[src/rtl/cmd_issue_queue.sv]
// Command FIFO and issue sequencer feeding the atomic ALU controller.
// Commands issue one at a time; each syscall is followed by a per-opcode hold window.
module cmd_issue_queue #(
    parameter int unsigned DEPTH    = 8,
    parameter int unsigned OP_HOLD  = 1,
    parameter int unsigned CAS_HOLD = 2,
    parameter int unsigned CNT_W    = $clog2(DEPTH) + 1
) (
    input  logic             clk,
    input  logic             rst_n,
    input  logic             in_valid,
    input  logic [11:0]      in_cmd,
    output logic             in_ready,
    input  logic             ctrl_ready,
    input  logic             flush,
    output logic [11:0]      command,
    output logic             syscall,
    output logic [CNT_W-1:0] count,
    output logic             overflow,
    output logic [15:0]      issued_count
);

    localparam int unsigned PTR_W    = $clog2(DEPTH);
    localparam int unsigned MAX_HOLD = (CAS_HOLD > OP_HOLD) ? CAS_HOLD : OP_HOLD;
    localparam int unsigned HOLD_W   = $clog2(MAX_HOLD + 1);
    localparam logic [2:0]  OPC_CAS  = 3'b111;

    typedef enum logic [1:0] {
        IDLE,
        ISSUE,
        HOLD
    } state_t;

    state_t            state_q, state_d;
    logic [11:0]       mem_q [DEPTH];
    logic [PTR_W-1:0]  wr_ptr_q, wr_ptr_d;
    logic [PTR_W-1:0]  rd_ptr_q, rd_ptr_d;
    logic [CNT_W-1:0]  count_q, count_d;
    logic [HOLD_W-1:0] hold_q, hold_d;
    logic [11:0]       command_q, command_d;
    logic              syscall_q, syscall_d;
    logic              overflow_q, overflow_d;
    logic [15:0]       issued_q, issued_d;
    logic              push;
    logic              pop;

    // Full is judged from the registered count only, so a pop never frees a slot in the same cycle.
    assign in_ready = (count_q != CNT_W'(DEPTH));
    assign push     = in_valid && in_ready && !flush;
    assign pop      = (state_q == IDLE) && (count_q != '0) && ctrl_ready && !flush;

    assign command      = command_q;
    assign syscall      = syscall_q;
    assign count        = count_q;
    assign overflow     = overflow_q;
    assign issued_count = issued_q;

    // FIFO pointers, occupancy and sticky overflow
    always_comb begin
        wr_ptr_d   = wr_ptr_q;
        rd_ptr_d   = rd_ptr_q;
        count_d    = count_q;
        overflow_d = overflow_q;
        if (flush) begin
            wr_ptr_d   = '0;
            rd_ptr_d   = '0;
            count_d    = '0;
            overflow_d = 1'b0;
        end else begin
            if (push) wr_ptr_d = wr_ptr_q + PTR_W'(1);
            if (pop)  rd_ptr_d = rd_ptr_q + PTR_W'(1);
            if (push && !pop)      count_d = count_q + CNT_W'(1);
            else if (pop && !push) count_d = count_q - CNT_W'(1);
            if (in_valid && !in_ready) overflow_d = 1'b1;
        end
    end

    // Issue sequencer
    always_comb begin
        state_d   = state_q;
        hold_d    = hold_q;
        command_d = command_q;
        syscall_d = 1'b0;
        issued_d  = issued_q;
        case (state_q)
            IDLE: begin
                if (pop) begin
                    command_d = mem_q[rd_ptr_q];
                    syscall_d = 1'b1;
                    state_d   = ISSUE;
                end
            end
            ISSUE: begin
                issued_d = issued_q + 16'd1;
                hold_d   = (command_q[11:9] == OPC_CAS) ? HOLD_W'(CAS_HOLD) : HOLD_W'(OP_HOLD);
                state_d  = HOLD;
            end
            HOLD: begin
                hold_d = hold_q - HOLD_W'(1);
                if (hold_q == HOLD_W'(1)) state_d = IDLE;
            end
            default: state_d = IDLE;
        endcase
        if (flush) begin
            state_d   = IDLE;
            syscall_d = 1'b0;
        end
    end

    // Storage array has no reset; validity is tracked by the pointers
    always_ff @(posedge clk) begin
        if (push) mem_q[wr_ptr_q] <= in_cmd;
    end

    always_ff @(posedge clk or negedge rst_n) begin
        if (!rst_n) begin
            state_q    <= IDLE;
            wr_ptr_q   <= '0;
            rd_ptr_q   <= '0;
            count_q    <= '0;
            hold_q     <= '0;
            command_q  <= 12'h000;
            syscall_q  <= 1'b0;
            overflow_q <= 1'b0;
            issued_q   <= 16'd0;
        end else begin
            state_q    <= state_d;
            wr_ptr_q   <= wr_ptr_d;
            rd_ptr_q   <= rd_ptr_d;
            count_q    <= count_d;
            hold_q     <= hold_d;
            command_q  <= command_d;
            syscall_q  <= syscall_d;
            overflow_q <= overflow_d;
            issued_q   <= issued_d;
        end
    end

endmodule

[config.mk]
export PLATFORM = sky130hd
export DESIGN_NAME = cmd_issue_queue
export DESIGN_NICKNAME = d
export VERILOG_FILES = /design/src/rtl/cmd_issue_queue.sv
export SDC_FILE = /design/constraint.sdc
export NUM_CORES = 1
export LEC_CHECK = 0
export BUFFER_PORTS_ARGS = -buffer_cell sky130_fd_sc_hd__buf_4
export CAP_MARGIN = 20
export CORE_MARGIN = 2
export CORE_UTILIZATION = 40
export DETAILED_ROUTE_END_ITERATION = 10
export PLACE_DENSITY = 0.68
export RECOVER_POWER = 50
export SKIP_LAST_GASP = 1
export SLEW_MARGIN = 20
export SYNTH_ARGS = -nofsm -noshare
export SYNTH_HDL_FRONTEND = slang
export SYNTH_SLANG_ARGS = --single-unit
[constraint.sdc]
create_clock -name clk -period 2.6 [get_ports clk]
set_clock_uncertainty 0.2 [all_clocks]
set_input_delay 0.39 -clock clk [delete_from_list [all_inputs] [get_ports clk]]
set_output_delay 0.39 -clock clk [all_outputs]
set_load 0.05 [all_outputs]
Word-level counts from Yosys, hierarchy flattened
Memory sizes are Yosys's and may differ from the RTL's. A register that Yosys moved wholly into a read port is not among the register bits. Cells that the tools add are included.

Flip-flop bits (word level): 32. RAM bits: 96. Input port bits: 17. Output and inout bits: 35. Word-level logic and storage cells: 64. Memories: 1.

Memory list: mem_q (depth 8, width 12, read ports 1, clocked after memory_dff 1, write ports 1, RTL line 35) `logic [11:0] mem_q [DEPTH];`.

Add/subtract/negate cells: 6. Equality and inequality tests: 7. Muxes and demuxes: 20. Reductions and logical operators: 22.

Operators by type and width (number): $add A16 B1 Y16 const B (1); $mux W3 (4); $mux W4 (3); $logic_and A1 B1 Y1 (8); $mux W2 (4); $reduce_bool A2 Y1 (4); $mux W1 (7); $add A3 B1 Y3 const B (2); $ne A3 B3 Y1 const B (2); $pmux W2 S3 (1); $logic_not A1 Y1 (5); $add A4 B1 Y4 const B (1); $eq A2 B1 Y1 const B (2); $ne A4 B4 Y1 const B (1); $pmux W2 S2 (1); $reduce_and A2 Y1 (2); $reduce_bool A4 Y1 (1); $sub A4 B1 Y4 const B (1); $eq A3 B3 Y1 const B (1); $reduce_bool A3 Y1 (1); $eq A2 B2 Y1 const B (1); $logic_not A2 Y1 (1); $sub A2 B1 Y2 const B (1).

Logic depth before layout (Yosys ltp)
Depth in word-level cells: 8. Mapped depth: 9. Gate-level depth less buffers: 9.

Worst setup path before layout
Ideal clock, no wire load.

Path type: register -> register. From: register count_q[1] (netlist: count[1]). To: memory mem_q[0][0] (enable). Library setup time: 396 ps. Arrival time: 2176 ps. Required time: 2004 ps. Path slack: -172 ps. Stages on the path, launching flop included: 5. Buffers on the path: 0. Period minus slack after synthesis: 2772 ps. Cells stage by stage: dfrtp_1 -> nor4b_4 -> nor3_1 -> nand2b_1 -> nor3_1.

Cells in the longest elaborated chain, start to end: 5.

RTL lines: start: declaration (RTL line 38) `logic [CNT_W-1:0] count_q, count_d;`; start signal: assignment (RTL line 130) `count_q <= count_d;`; $ne A4 B4 Y1 (RTL line 48) `assign in_ready = (count_q != CNT_W'(DEPTH));`; $logic_and A1 B1 Y1 (2 in a row) (RTL line 49) `assign push = in_valid && in_ready && !flush;`; $mux W1 (RTL line 112) `if (push) mem_q[wr_ptr_q] <= in_cmd;`; $mux W1 (not written as such) (RTL line 112); end: declaration (RTL line 35).

Every way passes these cells.

Final worst setup path
From: register count_q[0] (netlist: count[0]). To: register count_q[3] (netlist: count[3]).

Cells in the longest elaborated chain, start to end: 8. Elaborated cells on any way between the ends: 17. Those cells by class: add/sub (2); eq/ne (1); mux (3); reduce/logical (11).

RTL lines: parallel branches: the longest is 8 deep, another holds $sub A4 B1 Y4.

Parallel ways; which one is timed is not known. The select of a mux whose other input is x is not followed. A chain may end at the register's enable or synchronous reset.

==> flow_summary.yaml <==
status:
  outcome: "complete, no violations"
worst_hold_path:
  whs_endpoint: "rd_ptr_q[1]$_DFFE_PN0P_"
  hold_path_class: "input port to flop"
  hp-start: "flush"
  min_path_cells: 2
timing:
  drv_slew: 0
  rsz0062_at_grt: "false"
  setup_viol: 0
  finalCriticalPeriod_ns: 2.42
  tightestPinTransition_ns: 1.23
  fmax_ghz: 0.414
  tns_ns: 0
  slew_headroom_pct: 17.7
  hold_violations: 0
  timing.final.crit_share_pct: 92.9
detailed_routing:
  drt_iter0_markers: 170
  drc_errors: 0
  finalWirelength_microns: 11100
  firstDrtPassIters: 4
  vias: 3229
  wl_per_cell_microns: 17.6
  viasPerCell: 5.11
  ant_nets: 0
cts:
  cts_sinks: 140
  cts_buffers: 17
  cts_buffer_depth: 2
  clk_pin_slew_worst_paths_ns: 0.06
  clk_latency_ns: 0.42
  cts_tree: "yes"
  postCtsSetupRepairBufs: 0
  htree_num_levels: 4
  cts_root_buf: "clkbuf_16"
floorplanning:
  io_pins: 52
  fp.coreArea_sq_um: 13900
  die_w_microns: 124
  die_area_sq_um: 15300
  die_h_microns: 124
  start_util_pct: 41.2
  num_rows: 43
final_layout:
  area_delta_synth_final_pct: 22.6
  diodes: 0
  drive_gt1_share_pct: 24.3
  fin_util_pct: 50.5
  nNetsFinal: 468
  fillers: 1165
power:
  static-leakage-power_nw: 2.54
  vdd_drop_max_v: 0.000748
  power_density_nw_per_um2: 1030
setup_path:
  crit_path_max_fanout: 8
  critical_path.cell_chain: "nor4b_4 -> nor3_1 -> o21ai_1 -> ha_1 -> a21oi_1 -> a21boi_0 -> mux2i_1 -> o311ai_1"
  slowest_delay_ns: 0.54
  crit_arrival_ns: 2.49
  cp-end-kind: "flop"
  timing.rr.start: "count[0]$_DFFE_PN0P_"
  rrSetupSlack_ns: 0.18
  criticalPathCategory: "flop to flop"
  r2r_cells: 8
  startpoint_type: "flop"
  r2r_end: "count[3]$_DFFE_PN0P_"
  crit_required_ns: 2.68
  slowest_stage: "dfrtp_1"
place:
  dp_hpwl_microns: 6750
  port_buffers: 51
  gp_congestion: 0.783
yosys:
  syn_avg_cell_area_sq_um: 16.3
  yosysWarnings: 0
  ys_types: 37
  mappedNetlistNets: 380
  ys_ff_latch: 140
  ys_seq_area_share_pct: 69.4
  synthCells: 352
  synthesis.area_sq_um: 5740
job:
  maxCapViolations: 0
grt:
  grt_pass1_vias: 3343
  antenna_found_initial: 0
  grt_max_degree: 45
  grt_pass1_wl_microns: 17600
  overflow: 0
  track_usage_pct: 16.0
[cell usage in the layout, fill, tap and decap left out, types with 2 or more instances in the layout]
cell,netlist,routed
inv_1,11,11
buf_4,0,43
nor2_1,28,28
mux2i_1,13,13
clkinv_2,0,2
a211oi_4,2,2
clkbuf_16,0,17
and3_1,2,2
nor3_1,7,4
o21ai_1,1,2
xnor2_1,14,14
clkbuf_1,6,25
o21ai_0,10,9
clkinv_1,0,2
nand3_1,11,11
xor2_1,6,6
nor3_2,0,3
mux4_2,24,24
ha_1,10,10
clkinvlp_4,0,2
a21oi_1,20,20
clkinv_4,0,4
nand4_1,5,5
nand2_1,15,15
dlygate4sd3_1,0,13
nand2b_1,5,5
dfrtp_1,44,43
nor3b_2,2,2
edfxtp_1,96,96
[per-stage QoR]
stage / power [mW] / hold slack (ns) / worst slack, ns / area [sq um] / instances
after global placement: 5.12 / 0.253 / 0.287 / 6460 / 588
after CTS: 7.42 / 0.0546 / 0.0991 / 7130 / 632
final: 7.25 / 0.0743 / 0.184 / 7040 / 632
after global routing: 7.65 / 0.0722 / 0.0000246 / 7040 / 632
after detailed placement: 5.18 / 0.268 / 0.109 / 6460 / 588
after floorplan: 4.50 / -0.106 / 0.000121 / 5760 / 352
[synth_stat cells]
cell type / n / area share, %
clkbuf_1: 6 / 0.39
nand2b_1: 5 / 0.54
inv_2: 1 / 0.065
nor3b_2: 2 / 0.44
fa_1: 1 / 0.35
mux2i_1: 13 / 2.3
a21o_1: 1 / 0.13
xnor2_1: 14 / 2.1
nand2_1: 15 / 0.98
nand4_1: 5 / 0.54
edfxtp_1: 96 / 50
a31oi_1: 1 / 0.11
a211oi_4: 2 / 0.70
buf_1: 1 / 0.065
a211oi_1: 1 / 0.13
nor4b_4: 1 / 0.41
o311ai_1: 1 / 0.15
nand3_1: 11 / 0.96
xor2_1: 6 / 0.91
o21ai_0: 10 / 0.87
nor4_4: 1 / 0.37
nor2_1: 28 / 1.8
nor3_1: 7 / 0.61
mux4_2: 24 / 9.4
and3_1: 2 / 0.22
a21oi_1: 20 / 1.7
o21ai_1: 1 / 0.087
inv_1: 11 / 0.72
mux2_2: 1 / 0.20
or3b_2: 1 / 0.15
buf_2: 5 / 0.44
or4_4: 1 / 0.20
a21boi_0: 1 / 0.13
nor4_1: 1 / 0.11
ha_1: 10 / 2.2
dfrtp_1: 44 / 19
and2_1: 1 / 0.11
[worst max-delay path by stage]
stage / from / endpoint / slack (ns) / depth (start not counted)
3_5_place_dp: state_q[1]$_DFFE_PN0P_ / count[3]$_DFFE_PN0P_ / 0.11 / 9
6_report: count[0]$_DFFE_PN0P_ / count[3]$_DFFE_PN0P_ / 0.18 / 8
3_3_place_gp: state_q[1]$_DFFE_PN0P_ / count[3]$_DFFE_PN0P_ / 0.29 / 9
4_1_cts: state_q[1]$_DFFE_PN0P_ / count[3]$_DFFE_PN0P_ / 0.1 / 9
2_1_floorplan: count[1]$_DFFE_PN0P_ / count[3]$_DFFE_PN0P_ / 0.0001 / 8
5_1_grt: count[0]$_DFFE_PN0P_ / count[3]$_DFFE_PN0P_ / 0.00002 / 8
[cells by family after synthesis]
group / after synthesis / synth area share [%]
flip-flops: 140 / 69.4
multiplexers: 38 / 11.9
XOR/XNOR: 20 / 3.05
AO/OA/AOI/OAI: 38 / 4.05
AND/OR/NAND/NOR: 81 / 7.47
adder cells (fa/ha/maj): 11 / 2.53
buffers and inverters: 24 / 1.68
[critical path: cells and delay by family, from the launching register on]
family,cells,cell delay [ns]
DFF,1,0.54
AOI/OAI and AO/OA,4,0.69
muxes,1,0.16
and+or+nand+nor,2,0.33
adders and majority gates,1,0.36
[registers in the layout (all words and copies together), names as in the netlist]
name	cells
command	12
count	4
hold_q	2
issued_count	16
mem_q	96
overflow	1
rd_ptr_q	3
state_q	2
syscall	1
wr_ptr_q	3
[timing repair]
action                     CTS  global route
resized for setup            0             1
hold buffers                13             0
hold endpoints to repair   139             0
setup endpoints to repair    0             1
[power by group]
part | total [mW] | leakage (nW) | internal (mW) | switching, mW
clock network | 2.19 | 0.261 | 1.33 | 0.868
registers | 2.88 | 1.43 | 2.64 | 0.235
logic | 2.18 | 0.853 | 0.806 | 1.38
total | 7.25 | 2.54 | 4.78 | 2.48
[routing by layer]
metal	vias to the layer above	part of all wire, %	GRT usage, %
li1	1510	-	-
met1	1630	44	20.1
met2	71	50	26.6
met3	18	4.5	4.95
met4	0	1.5	5.11
met5	-	0	0
[final cells by class]
type / count / area [sq um] / area share, %
Tap cell: 180 / 225 / 3.20
Clock inverter: 11 / 97.6 / 1.39
Sequential cell: 140 / 3990 / 56.6
Clock buffer: 20 / 447 / 6.34
Inverter: 12 / 45.0 / 0.640
Timing Repair Buffer: 81 / 564 / 8.01
Multi-Input combinational cell: 188 / 1680 / 23.8
Power figures use the tool's default switching activity.
